<file path="src/rtl/multi_chan_prescale_counter_chan.sv">
// ============================================================================
// Module  : prescale_counter_chan
// Brief   : One counter channel: prescaler, visible count, wrap/saturate, Tc.
// Rev     : 1.0  initial release
// ============================================================================
`default_nettype none

module prescale_counter_chan #(
  parameter int WIDTH   = 64,
  parameter int DIV_W   = 8,
  parameter int DIV_RST = 1,
  parameter int SAT     = 0
) (
  input  logic             Clk,
  input  logic             Reset,
  input  logic             i_clr,
  input  logic             i_ev,
  input  logic             i_div_we,
  input  logic [DIV_W-1:0] i_div_val,
  output logic [WIDTH-1:0] o_count,
  output logic             o_tc
);

  // A programmed divider of zero behaves exactly like a divider of one.
  function automatic logic [DIV_W-1:0] eff_div(input logic [DIV_W-1:0] d);
    return (d == '0) ? DIV_W'(1) : d;
  endfunction

  logic [WIDTH-1:0] r_count;
  logic [DIV_W-1:0] r_pre;
  logic [DIV_W-1:0] r_div;
  logic             r_tc;

  logic [DIV_W-1:0] w_pre_last;
  logic             w_at_max;
  logic             w_to_max;

  assign w_pre_last = eff_div(r_div) - DIV_W'(1);
  assign w_at_max   = (r_count == {WIDTH{1'b1}});
  assign w_to_max   = (r_count == {{(WIDTH-1){1'b1}}, 1'b0});

  always_ff @(posedge Clk) begin
    if (Reset) begin
      r_count <= '0;
      r_pre   <= '0;
      r_div   <= DIV_W'(DIV_RST);
      r_tc    <= 1'b0;
    end else begin
      r_tc <= 1'b0;
      if (i_clr) begin
        r_count <= '0;
        r_pre   <= '0;
      end else if (i_div_we) begin
        r_div <= i_div_val;
        r_pre <= '0;
      end else if (i_ev) begin
        if (r_pre == w_pre_last) begin
          r_pre <= '0;
          if (SAT != 0) begin
            // Saturating: hold at all-ones, pulse only on the step onto it.
            if (!w_at_max) begin
              r_count <= r_count + WIDTH'(1);
              r_tc    <= w_to_max;
            end
          end else begin
            r_count <= r_count + WIDTH'(1);
            r_tc    <= w_at_max;
          end
        end else begin
          r_pre <= r_pre + DIV_W'(1);
        end
      end
    end
  end

  assign o_count = r_count;
  assign o_tc    = r_tc;

endmodule

`default_nettype wire

</file>
<file path="src/rtl/multi_chan_prescale_counter.sv">
// ============================================================================
// Module  : multi_chan_prescale_counter
// Brief   : Bank of NCH prescaled event counters sharing one steered strobe.
// Rev     : 1.0  initial release
// ============================================================================
`default_nettype none

module multi_chan_prescale_counter #(
  parameter int WIDTH   = 64,
  parameter int NCH     = 4,
  parameter int SEL_W   = $clog2(NCH),
  parameter int DIV_W   = 8,
  parameter int DIV_RST = 1,
  parameter int SAT     = 0
) (
  input  logic                 Clk,
  input  logic                 Reset,
  input  logic                 En,
  input  logic [SEL_W-1:0]     Slt,
  input  logic [NCH-1:0]       Clr,
  input  logic                 Div_we,
  input  logic [SEL_W-1:0]     Div_ch,
  input  logic [DIV_W-1:0]     Div_val,
  output logic [NCH*WIDTH-1:0] Count,
  output logic [NCH-1:0]       Tc
);

  // Selects >= NCH match no channel, so out-of-range events and writes vanish.
  for (genvar gi = 0; gi < NCH; gi++) begin : g_chan
    logic w_ev;
    logic w_we;

    assign w_ev = En     && (Slt    == SEL_W'(gi));
    assign w_we = Div_we && (Div_ch == SEL_W'(gi));

    prescale_counter_chan #(
      .WIDTH   (WIDTH),
      .DIV_W   (DIV_W),
      .DIV_RST (DIV_RST),
      .SAT     (SAT)
    ) u_chan (
      .Clk       (Clk),
      .Reset     (Reset),
      .i_clr     (Clr[gi]),
      .i_ev      (w_ev),
      .i_div_we  (w_we),
      .i_div_val (Div_val),
      .o_count   (Count[gi*WIDTH +: WIDTH]),
      .o_tc      (Tc[gi])
    );
  end

endmodule

`default_nettype wire

</file>
<file path="config.mk">
export PLATFORM = sky130hd
export DESIGN_NAME = multi_chan_prescale_counter
export DESIGN_NICKNAME = d
export VERILOG_FILES = /design/src/rtl/multi_chan_prescale_counter_chan.sv /design/src/rtl/multi_chan_prescale_counter.sv
export SDC_FILE = /design/constraint.sdc
export NUM_CORES = 1
export LEC_CHECK = 0
export CAP_MARGIN = 20
export CORE_MARGIN = 5
export CORE_UTILIZATION = 50
export CTS_BUF_LIST = sky130_fd_sc_hd__clkbuf_8
export CTS_CLUSTER_DIAMETER = 50
export DETAILED_ROUTE_END_ITERATION = 8
export HOLD_SLACK_MARGIN = 0.02
export PLACE_DENSITY_LB_ADDON = 0.2
export SYNTH_ARGS = -nofsm -noshare
export SYNTH_HDL_FRONTEND = slang
export SYNTH_SLANG_ARGS = --single-unit
</file>
<file path="constraint.sdc">
create_clock -name Clk -period 5.06 [get_ports Clk]
set_input_delay 1.012 -clock Clk [delete_from_list [all_inputs] [get_ports Clk]]
set_output_delay 1.012 -clock Clk [all_outputs]
set_load 0.01 [all_outputs]
</file>
# Word level (Yosys, flattened, before mapping)
# Cells that the tools add are included.
dict set report word_totals {
  wordCells 100
  out_inout_bits 260
  ff_bits 324
  inputBits 20
}
dict set report op_classes {
  n_addsub 12
  mux 8
  eq_ne 14
  reduce_logical 34
  bitwise_logic 16
}
# operator n
set ops {}
lappend ops {{adder 64 x 1 -> 64 bit (second input constant)} 4}
lappend ops {{== test 64 bit (second input constant)} 4}
lappend ops {{two-way mux 8 bit} 8}
lappend ops {{adder 8 x 1 -> 8 bit (second input constant)} 4}
lappend ops {{== test 8 bit} 4}
lappend ops {{zero test 8 bit} 4}
lappend ops {{subtractor 8 x 1 -> 8 bit (second input constant)} 4}
lappend ops {{OR reduction 5 bit} 4}
lappend ops {{inverter 1 bit} 16}
lappend ops {{AND reduction 3 bit} 4}
lappend ops {{OR reduction 3 bit} 4}
lappend ops {{== test 2 bit (second input constant)} 4}
lappend ops {{logical AND 1 bit} 8}
lappend ops {{AND reduction 2 bit} 4}
lappend ops {{OR reduction 2 bit} 4}
lappend ops {{== test 2 x 1 -> 1 bit (second input constant)} 2}
lappend ops {{zero test 2 bit} 2}

# Longest topological paths before layout
dict set report logic_depth {
  ltp_word 6
  ltp_mapped 14
  ltp_nobuf 12
}

# By module
# From an unflattened synthesis, not the netlist that was laid out.
dict set report hier_totals {
  cells_unflattened 2460
  area_unflattened_um2 19860.3
}
# module cells_per_inst area_per_inst_um2 n_inst seq_area_each_um2
set by_module_without_submodules {}
lappend by_module_without_submodules {{prescale_counter_chan at g_chan[0].u_chan ...} 619 4996.0 3 1621.6}
lappend by_module_without_submodules {{prescale_counter_chan at g_chan[3].u_chan} 595 4797.1 1 1621.6}
lappend by_module_without_submodules {multi_chan_prescale_counter 8 75.1 1 0.0}

# Least setup slack after synthesis
# Ideal clock, no wire load.
dict set report synth_timing {
  kind {reg2reg}
  start {reg g_chan[1].u_chan.r_div[6]}
  end {reg g_chan[1].u_chan.r_count[7]}
  slack_ns 1.562
  path_stages_with_launch 13
  period_less_slack_ns 3.498
  setup_time_ns 0.070
  t_arrival_ns 3.427
  n_path_buf 0
  required_time_ns 4.990
  path_cell_list {dfxtp_1 > or3_1 > or3_1 > nor3_1 > nor2_1 > ha_1 > o21ba_2 > a221oi_1 > a41oi_1 > nor3_2 > nand4_1 > or4b_2 > a21oi_1}
}
dict set report synth_via {
  elab_chain_len 5
}
# element line
set synth_rtl {}
lappend synth_rtl {{from (decl)} multi_chan_prescale_counter_chan.sv:31} ;# logic [DIV_W-1:0] r_div;
lappend synth_rtl {{from (signal assigned)} multi_chan_prescale_counter_chan.sv:46} ;# r_div <= DIV_W'(DIV_RST);
lappend synth_rtl {{from (signal assigned)} multi_chan_prescale_counter_chan.sv:54} ;# r_div <= i_div_val;
lappend synth_rtl {{zero test 8 bit} multi_chan_prescale_counter_chan.sv:26} ;# return (d == '0) ? DIV_W'(1) : d;
lappend synth_rtl {{two-way mux 8 bit *} multi_chan_prescale_counter_chan.sv:26}
lappend synth_rtl {{subtractor 8 x 1 -> 8 bit *} multi_chan_prescale_counter_chan.sv:38} ;# assign w_pre_last = eff_div(r_div) - DIV_W'(1);
lappend synth_rtl {{== test 8 bit *} multi_chan_prescale_counter_chan.sv:57} ;# if (r_pre == w_pre_last) begin
lappend synth_rtl {{AND reduction 3 bit (no line) *} --}
lappend synth_rtl {{to (signal assigned)} multi_chan_prescale_counter_chan.sv:62} ;# r_count <= r_count + WIDTH'(1);
lappend synth_rtl {{to (signal assigned)} multi_chan_prescale_counter_chan.sv:66} ;# r_count <= r_count + WIDTH'(1);
lappend synth_rtl {{to (decl)} multi_chan_prescale_counter_chan.sv:29} ;# logic [WIDTH-1:0] r_count;
# Every way passes the cells marked *; elsewhere a longest branch is shown, timed or not.
# A chain may end at the register's enable or synchronous reset.

# Worst setup path after layout
dict set report layout_timing {
  start {reg g_chan[3].u_chan.r_div[3]}
  end {reg g_chan[3].u_chan.r_count[59]}
}
dict set report layout_via {
  elab_chain_len 5
}
# element line
set layout_rtl {}
lappend layout_rtl {{from (decl)} multi_chan_prescale_counter_chan.sv:31}
lappend layout_rtl {{from (signal assigned)} multi_chan_prescale_counter_chan.sv:46}
lappend layout_rtl {{from (signal assigned)} multi_chan_prescale_counter_chan.sv:54}
lappend layout_rtl {{zero test 8 bit} multi_chan_prescale_counter_chan.sv:26}
lappend layout_rtl {{two-way mux 8 bit *} multi_chan_prescale_counter_chan.sv:26}
lappend layout_rtl {{subtractor 8 x 1 -> 8 bit *} multi_chan_prescale_counter_chan.sv:38}
lappend layout_rtl {{== test 8 bit *} multi_chan_prescale_counter_chan.sv:57}
lappend layout_rtl {{AND reduction 3 bit (no line) *} --}
lappend layout_rtl {{to (signal assigned)} multi_chan_prescale_counter_chan.sv:62}
lappend layout_rtl {{to (signal assigned)} multi_chan_prescale_counter_chan.sv:66}
lappend layout_rtl {{to (decl)} multi_chan_prescale_counter_chan.sv:29}
# Marked as above.

==> results.json <==
{
  "port_buffers": 279,
  "cts_sinks": 324,
  "fillers": 2963,
  "cp_max_fo": 38,
  "start_util": 0.510,
  "path_clk_slew_ns": 0.06,
  "synth-seq-area-share": 0.389,
  "wl_um": 47500,
  "root_buffer": "clkbuf_8",
  "drive_above_1_share": 0.0607,
  "ctsResizeCount": 0,
  "synth_ff_type": "dfxtp_1",
  "place_inst": 2715,
  "startpoint_type": "register",
  "coreArea_um2": 32700,
  "finalNonFillerCells": 2817,
  "gp_congestion": 0.836,
  "arrival_ns": 4.47,
  "final_period_minus_worst_setup_slack_ns": 3.97,
  "die_w_um": 193,
  "cts_buffers": 56,
  "clock_latency_ns": 0.60,
  "ys_ff_latch": 324,
  "rsz0062_at_grt": "false",
  "vias": 16900,
  "grt_use_total": 0.244,
  "dr.pass1.iters": 6,
  "finalSetupViolCount": 0,
  "yosys_warnings": 0,
  "slew_violations": 0,
  "ios": 280,
  "grt_pass1_wl_um": 77600,
  "p_leak_nw": 6.26,
  "hpwlAfterDp_um": 33200,
  "end_kind": "register",
  "drc": 0,
  "power_density_nw_per_um2": 249,
  "tightest_slew_ns": 0.999,
  "hold_violations": 0,
  "synth_nets": 2125,
  "grt_max_degree": 62,
  "viasPerCell": 6.01,
  "syn_area_per_cell_um2": 7.96,
  "netlist_area_um2": 16700,
  "outcome": "complete, no violations",
  "fmaxAchievable_ghz": 0.252,
  "grt-ovfl-total": 0,
  "synthArstFlopShare": 0,
  "synth_edf_count": 0,
  "netlist_instances": 2093,
  "die_area_um2": 37100,
  "post_cts_buffers": 0,
  "wl_per_cell_um": 16.8,
  "antenna_found_initial": 3,
  "htreeDepth": 2,
  "max_slew_margin": 0.334,
  "die_h_um": 193,
  "cts-hold-fix-buffers": 0,
  "path_class": "register to register",
  "final.period_utilization": 0.785,
  "cp.required_ns": 5.56,
  "ant_nets": 0,
  "tritoncts": "built",
  "worstHoldPathType": "register to register",
  "synthToLayoutAreaGrowth_pct": 24.9,
  "grt_pass1_vias": 16000,
  "clock_skew_ns": 0.0254,
  "max_cap_viol_count": 0,
  "ir_drop_mv": 0.176,
  "clockBufferDepth": 3,
  "drt-initial-drc-count": 1163,
  "fin_nets": 2364,
  "fin_setup_tns_ns": 0,
  "synth.distinct_cells": 68,
  "rows": 66
}
-- path summary, 6_finish.rpt --
path                                                                start                                        end  slack (ns)  cells after the start
worst max-delay path               g_chan[3].u_chan.r_div[3]$_SDFFE_PP0P_  g_chan[3].u_chan.o_count[59]$_SDFFE_PP0P_        1.09                     11
worst min-delay path            g_chan[3].u_chan.o_count[63]$_SDFFE_PP0P_           g_chan[3].u_chan.o_tc$_SDFF_PP0_        0.48                      2
worst max register to register     g_chan[3].u_chan.r_div[3]$_SDFFE_PP0P_  g_chan[3].u_chan.o_count[59]$_SDFFE_PP0P_        1.09                     11
worst min register to register  g_chan[3].u_chan.o_count[63]$_SDFFE_PP0P_           g_chan[3].u_chan.o_tc$_SDFF_PP0_        0.48                      2
-- layout make-up --
type,count,area [um^2],share of cell area
clock inverters,28,156,0.00751
repair buffers,298,2960,0.142
flip-flops and latches,324,6490,0.312
diodes,3,7.51,0.000361
inverters,46,173,0.00829
well taps,442,553,0.0266
multi-input cells,1606,9520,0.457
clock buffers,70,963,0.0463
-- layer usage --
metal	part of all wire	vias up	GRT usage
li1	-	8272	-
met1	0.44	8055	0.318
met2	0.48	498	0.412
met3	0.058	93	0.0405
met4	0.022	2	0.0804
met5	0.00027	-	0
-- report_power, final --
part / internal (mW) / leakage (nW) / switching [mW]
clock network: 1.29 / 0.648 / 1.09
logic: 0.0691 / 3.01 / 0.160
registers: 2.56 / 2.61 / 0.0129
total: 3.92 / 6.26 / 1.26
-- cell usage after synthesis, types with 9 or more instances --
cell      number  area share
or2_2         18      0.0068
or4_1         91       0.041
nand4_1      105       0.039
o31ai_1       78       0.035
xor2_1        48       0.025
a21oi_1      207       0.062
inv_1         46       0.010
nand3_1      107       0.032
nand3b_1      10      0.0045
clkbuf_1      98       0.022
and3_1        39       0.015
nand2_1      223       0.050
ha_1          12      0.0090
o21a_1        14      0.0063
dfxtp_1      324        0.39
xnor2_1       68       0.036
and2_1         9      0.0034
nor3_1        46       0.014
nor2_1       155       0.035
nor4_1        48       0.018
and4_1        27       0.014
or3_1        103       0.039
o21ai_0       83       0.025
-- cells by family after synthesis --
logic type / Yosys count / share of synthesized area
buffers and inverters: 163 / 0.0398
xor gates and xnor gates: 116 / 0.0610
muxes: 9 / 0.00548
DFF: 324 / 0.389
and+or+nand+nor: 1025 / 0.336
AOI/OAI and AO/OA: 444 / 0.160
adders and majority gates: 12 / 0.00901
-- state kept, by name, summed over array words and instances (netlist names) --
signal                 flops
g_chan.u_chan.o_count    256
g_chan.u_chan.o_tc         4
g_chan.u_chan.r_div       32
g_chan.u_chan.r_pre       32
-- through the flow --
stage | hold slack (ns) | setup slack (ns) | power, mW | utilization | instance area [um^2]
2_1_floorplan | 0.444 | 1.56 | 2.78 | - | 16700
3_3_place_gp | 0.463 | 1.18 | 2.84 | 0.601 | 19600
3_5_place_dp | 0.471 | 1.14 | 2.85 | 0.601 | 19700
4_1_cts | 0.485 | 1.11 | 5.24 | 0.636 | 20800
5_1_grt | 0.499 | 0.775 | 5.38 | 0.636 | 20800
6_report | 0.482 | 1.09 | 5.19 | 0.637 | 20800
-- cell usage in the layout (no fill, tap or decap), drive strengths merged, types with 39 or more instances in the layout --
master,netlist,routed
nor2,155,155
a21oi,207,207
or3,104,104
dfxtp,324,324
xor2,48,48
xnor2,68,68
clkbuf,98,70
o21ai,86,86
inv,46,65
nor4,52,52
or4,94,94
clkdlybuf4s50,0,278
o31ai,78,78
nand3,107,107
nand2,223,223
and3,39,39
nor3,48,48
nand4,105,105
-- worst max-delay path: stages, from the launching register on --
cell and delay, ns:
dfxtp_1 0.38, nor3_1 0.50, a31oi_1 0.17, ha_1 0.27, nor2b_1 0.17, and3_1 0.18
a2111oi_0 0.33, nand4_1 0.15, buf_4 0.27, or4_1 0.86, or3_1 0.46, a21oi_1 0.14
Power figures use the tool's default switching activity.
==> patch 1, RTL diff (same settings) <==
`NCH`: 4 -> 2.
--- a/src/rtl/multi_chan_prescale_counter.sv
+++ b/src/rtl/multi_chan_prescale_counter.sv
@@ -8,5 +8,5 @@
 module multi_chan_prescale_counter #(
   parameter int WIDTH   = 64,
-  parameter int NCH     = 4,
+  parameter int NCH     = 2,
   parameter int SEL_W   = $clog2(NCH),
   parameter int DIV_W   = 8,
Interface: changed (5 resized); port bits go from 280 to 146. No check against the original RTL was run, so the function may have changed too.
==> patch 1 against the original RTL <==
Critical path type unchanged. Cell count fell by 51%. Highest routed layer is now met4. Worst setup slack gained 200 ps. Via count decreased by 51%. Area after synthesis fell by 50%. Power decreased by 53%. Routed wire length is 52% lower. Utilization shrank 1.1 points. Sequential power decreased by 50%. Sequential cell count shrank 162. Count of clock-buffer cells in the layout fell by 53. Critical path depth decreased by 1. Final area fell by 50%.
==> patch 1: results (changes against the original RTL) <==
[grt]
grt_usage=0.226  ; -0.0175
grt_max_degree=58  ; -6.5%
grt_first_pass_wirelength_um=37100  ; -52%

[timing]
finalClockSkew_ps=11.5  ; -13.9 ps

[detailed_routing]
totalWireLength_um=22700  ; -52%
drt_iter0_markers=714  ; -39%
wl_met2_um=10200  ; -55%
routed_via_density=6.04  ; +0.59%
drt_first_pass_iters=5  ; -1
wl_per_cell_um=16.4  ; -2.8%

[setup_path]
cp_max_fo=25  ; -34%
cp.arrival_ps=4160  ; -310 ps
slowest_delay_ps=800  ; -60 ps
startpoint=g_chan[1].u_chan.r_div[3]

[final_layout]
largest_register_ffs=128  ; -50%
insertedDiodeCount=0  ; -3
drive_above_1_share=0.0567  ; -0.00406

[logic_synthesis]
synth_area_leaders=dfxtp_1 39%, a21oi_1 6.4%, or3_1 5.2%, nand2_1 4.6%, or4_1 4.3%
synth_common_cells=162 x dfxtp_1, 107 x a21oi_1, 102 x nand2_1, 69 x or3_1, 61 x nor2_1
synth.area.mux_share=0.0233  ; +0.0178

[run_status]
outcome=finished clean

[clock_tree]
cts_max_level=4  ; +2
ctsLongestPathBuffers=2  ; -1

[place]
postPlaceCellArea_um2=9930  ; -50%
portBuffers=145  ; -48%

[pwr]
p_leak_uw=0.00313  ; -50%
seqPwrFrac=0.533  ; +0.037

==> patch 1: changes by cell type in the layout (fill, tap and decap cells not counted), sizes merged, moves of 36 or more <==
| cell | change |
|---|---|
| nand4 | -48 |
| or4 | -46 |
| o31ai | -39 |
| nor2 | -94 |
| nand2 | -121 |
| nor3 | -36 |
| xnor2 | -57 |
| clkdlybuf4s50 | -133 |
| a21oi | -100 |
| dfxtp | -162 |
| clkbuf | -53 |
| nand3 | -54 |
| inv | -36 |
==> patch 1: worst max-delay path: cells and delay by family (launching register included) <==
kind                     cells  cell delay (ps)
adder cells (fa/ha/maj)      1              250
AND/OR/NAND/NOR              6             2630
flip-flops                   1              390
AO/OA/AOI/OAI                3              430
==> patch 1: worst paths after layout <==
check	end	slack, ps	depth (start not counted)
setup / recovery	g_chan[1].u_chan.o_count[22]	1290	10
hold / removal	g_chan[0].u_chan.o_count[49]	500	2
setup reg to reg	g_chan[1].u_chan.o_count[22]	1290	10
hold reg to reg	g_chan[0].u_chan.o_count[49]	500	2
==> patch 1: cell families after synthesis <==
kind of cell               count (synthesis)
DFF                                      162
and+or+nand+nor                          487
xor gates and xnor gates                  33
buffers and inverters                     76
adders and majority gates                  6
muxes                                     19
AOI/OAI and AO/OA                        247
==> patch 1: cell type report <==
| cell class | count | area [um^2] | area share |
|---|---|---|---|
| Multi-Input combinational cell | 792 | 4800 | 0.465 |
| Inverter | 26 | 97.6 | 0.00944 |
| Tap cell | 220 | 275 | 0.0266 |
| Sequential cell | 162 | 3240 | 0.314 |
| Clock inverter | 15 | 169 | 0.0163 |
| Clock buffer | 17 | 234 | 0.0226 |
| Timing Repair Buffer | 153 | 1510 | 0.146 |
==> patch 2, RTL diff (config.mk and constraints unchanged) <==
Made on the original files. Add an input register stage for `En`, `Slt`, `Clr`, `Div_we`, `Div_ch` and `Div_val`, without a reset; this delays them by one clock.
--- a/src/rtl/multi_chan_prescale_counter.sv
+++ b/src/rtl/multi_chan_prescale_counter.sv
@@ -26,4 +26,20 @@
 );
 
+  logic En_q;
+  logic [SEL_W-1:0] Slt_q;
+  logic [NCH-1:0] Clr_q;
+  logic Div_we_q;
+  logic [SEL_W-1:0] Div_ch_q;
+  logic [DIV_W-1:0] Div_val_q;
+
+  always_ff @(posedge Clk) begin
+      En_q      <= En;
+      Slt_q     <= Slt;
+      Clr_q     <= Clr;
+      Div_we_q  <= Div_we;
+      Div_ch_q  <= Div_ch;
+      Div_val_q <= Div_val;
+  end
+
   // Selects >= NCH match no channel, so out-of-range events and writes vanish.
   for (genvar gi = 0; gi < NCH; gi++) begin : g_chan
@@ -31,6 +47,6 @@
     logic w_we;
 
-    assign w_ev = En     && (Slt    == SEL_W'(gi));
-    assign w_we = Div_we && (Div_ch == SEL_W'(gi));
+    assign w_ev = En_q   && (Slt_q  == SEL_W'(gi));
+    assign w_we = Div_we_q && (Div_ch_q == SEL_W'(gi));
 
     prescale_counter_chan #(
@@ -42,8 +58,8 @@
       .Clk       (Clk),
       .Reset     (Reset),
-      .i_clr     (Clr[gi]),
+      .i_clr     (Clr_q[gi]),
       .i_ev      (w_ev),
       .i_div_we  (w_we),
-      .i_div_val (Div_val),
+      .i_div_val (Div_val_q),
       .o_count   (Count[gi*WIDTH +: WIDTH]),
       .o_tc      (Tc[gi])
Formal check against the unedited RTL: not equivalent (Yosys sat finds a counterexample within 4 cycles, from zero or initial values and one cycle with Reset high).
==> patch 2 against the original RTL <==
Clock skew shrank 6.3 ps. Final area grew 1.6%. Sequential share of layout area grew 1.2 points. Clock power grew 4%. Area after synthesis grew 1.4%. Power grew 5.0%. Global-route usage shrank 0.40 points. Worst setup slack lost 290 ps. Routed wire length grew 0.92%. Sequential cell count grew 18. Critical path type unchanged. Largest cell class unchanged.
==> patch 2: results (changes against the original RTL) <==
[run_status]
outcome=finished clean

[clock_tree]
clk_pin_slew_ps=60  ; about the same
cts_max_level=2  ; unchanged
numCtsBuffers=60  ; +7.1%
ctsResizeCount=0  ; unchanged
clock_latency_ps=620  ; +20 ps
post_cts_buffers=0  ; unchanged
cts_root_buffer=clkbuf_8
ctsLongestPathBuffers=3  ; unchanged

[logic_synthesis]
yosysWarnings=0  ; unchanged
ys.flop_type=dfxtp_1
synth_nets=2136  ; +0.52%
synth_common_cells=342 x dfxtp_1, 217 x nand2_1, 181 x a21oi_1, 166 x nor2_1, 118 x or3_1
synth-async-reset-ratio=0  ; unchanged
ys_seq_area_frac=0.405  ; +0.0161
synth_area_leaders=dfxtp_1 41%, a21oi_1 5.4%, nand2_1 4.8%, xnor2_1 4.4%, or3_1 4.4%
yosysUniqueCellTypes=71  ; +4.4%

[final_layout]
fill_cells=2903  ; -2.0%
nNetsFinal=2388  ; +1.0%
largest_register_ffs=256  ; unchanged
multiInputGateArea_um2=9450  ; -0.76%
drive_above_1_share=0.0576  ; -0.00311

[setup_path]
cp_max_fo=96  ; +150%

[detailed_routing]
drt_iter0_markers=1179  ; +1.4%
routed_via_density=5.91  ; -1.6%
totalWireLength_um=47900  ; +0.92%
drt_first_pass_iters=7  ; +1

[grt]
grt_usage=0.240  ; -0.00398
grt_max_degree=97  ; +56%
grt_first_pass_wirelength_um=78500  ; +1.0%
grt_antenna_before_repair=2  ; -1
grt_pass1_vias=15700  ; -1.8%

[place]
portBuffers=279  ; unchanged
place.gp.congestion=0.853  ; +2.0%
place_hpwl_um=32900  ; -1.1%
postPlaceCellArea_um2=19900  ; +1.3%

[hold_path]
hold_class=flop to flop

[timing]
finalClockSkew_ps=19.0  ; -6.34 ps
slew_headroom=0.245  ; -0.0887

[pwr]
peakVddDrop_mv=0.201  ; +14%
p_leak_uw=0.00640  ; +2.2%

-- patch 2: cell count changes after synthesis, sizes merged, moves of 6 or more --
cell    before  now
o31ai       78   43
a21oi      207  181
or4         94   73
dfxtp      324  342
o21ai       86  104
xnor2       68   85
nor4        52   67
or3        104  119
nor2       155  166
nand4      105   95
and4        27   18
clkbuf      98   90
nand2      223  217
xor2        48   42
-- patch 2: logic make-up (layout without fill, tap and decap cells) --
group	after synthesis	after routing	synth area share
simple gates	1047	1047	0.332
buf+inv	154	446	0.0356
xor+xnor	128	128	0.0672
compound gates	411	411	0.145
fa+ha+maj	12	12	0.00889
mux	10	10	0.00593
flops	342	342	0.405
other cells	0	2	0
-- patch 2: where the power goes --
group | leakage [uW] | switching, uW | internal [uW]
Clock | 0.000683 | 1110 | 1370
Combinational | 0.00296 | 161 | 68.1
Sequential | 0.00276 | 28.3 | 2710
Total | 0.00640 | 1300 | 4140
-- patch 2: final timing paths --
| path | startpoint | endpoint | slack, ps | depth (start not counted) |
|---|---|---|---|---|
| max | g_chan[3].u_chan.r_div[3] | g_chan[3].u_chan.o_count[21] | 800 | 12 |
| min | g_chan[3].u_chan.o_count[63] | g_chan[3].u_chan.o_tc | 480 | 2 |
| max reg2reg | g_chan[3].u_chan.r_div[3] | g_chan[3].u_chan.o_count[21] | 800 | 12 |
| min reg2reg | g_chan[3].u_chan.o_count[63] | g_chan[3].u_chan.o_tc | 480 | 2 |
-- patch 2: layer usage --
layer,vias up,GRT usage,routed length (um)
met1,7988,0.324,22000
met5,-,0,0
met3,74,0.0405,2680
met2,495,0.392,22200
li1,8256,-,-
met4,0,0.0797,1050
-- patch 2: stage by stage --
stage,setup slack (ps),std cells
floorplan,1240,2104
global placement,963,2740
detailed placement,881,2740
CTS,848,2842
global route,442,2846
finish,803,2846
-- patch 2: critical path, cell delays in order, from the launching register on --
cell	delay [ps]
dfxtp_1	360
or4_1	600
nor3_1	350
nor2_1	80
ha_1	310
xnor2_1	120
a221oi_1	210
o221ai_1	200
nor3_1	190
or4b_2	590
buf_4	380
or4_1	580
a21oi_1	160
-- patch 2: cell type report --
class | count | area share
clock inverter | 27 | 0.00639
inverter | 49 | 0.00870
clock buffer | 75 | 0.0488
multi-input combinational | 1608 | 0.447
antenna | 2 | 0.000237
timing repair buffer | 295 | 0.139
tap | 448 | 0.0265
sequential | 342 | 0.324
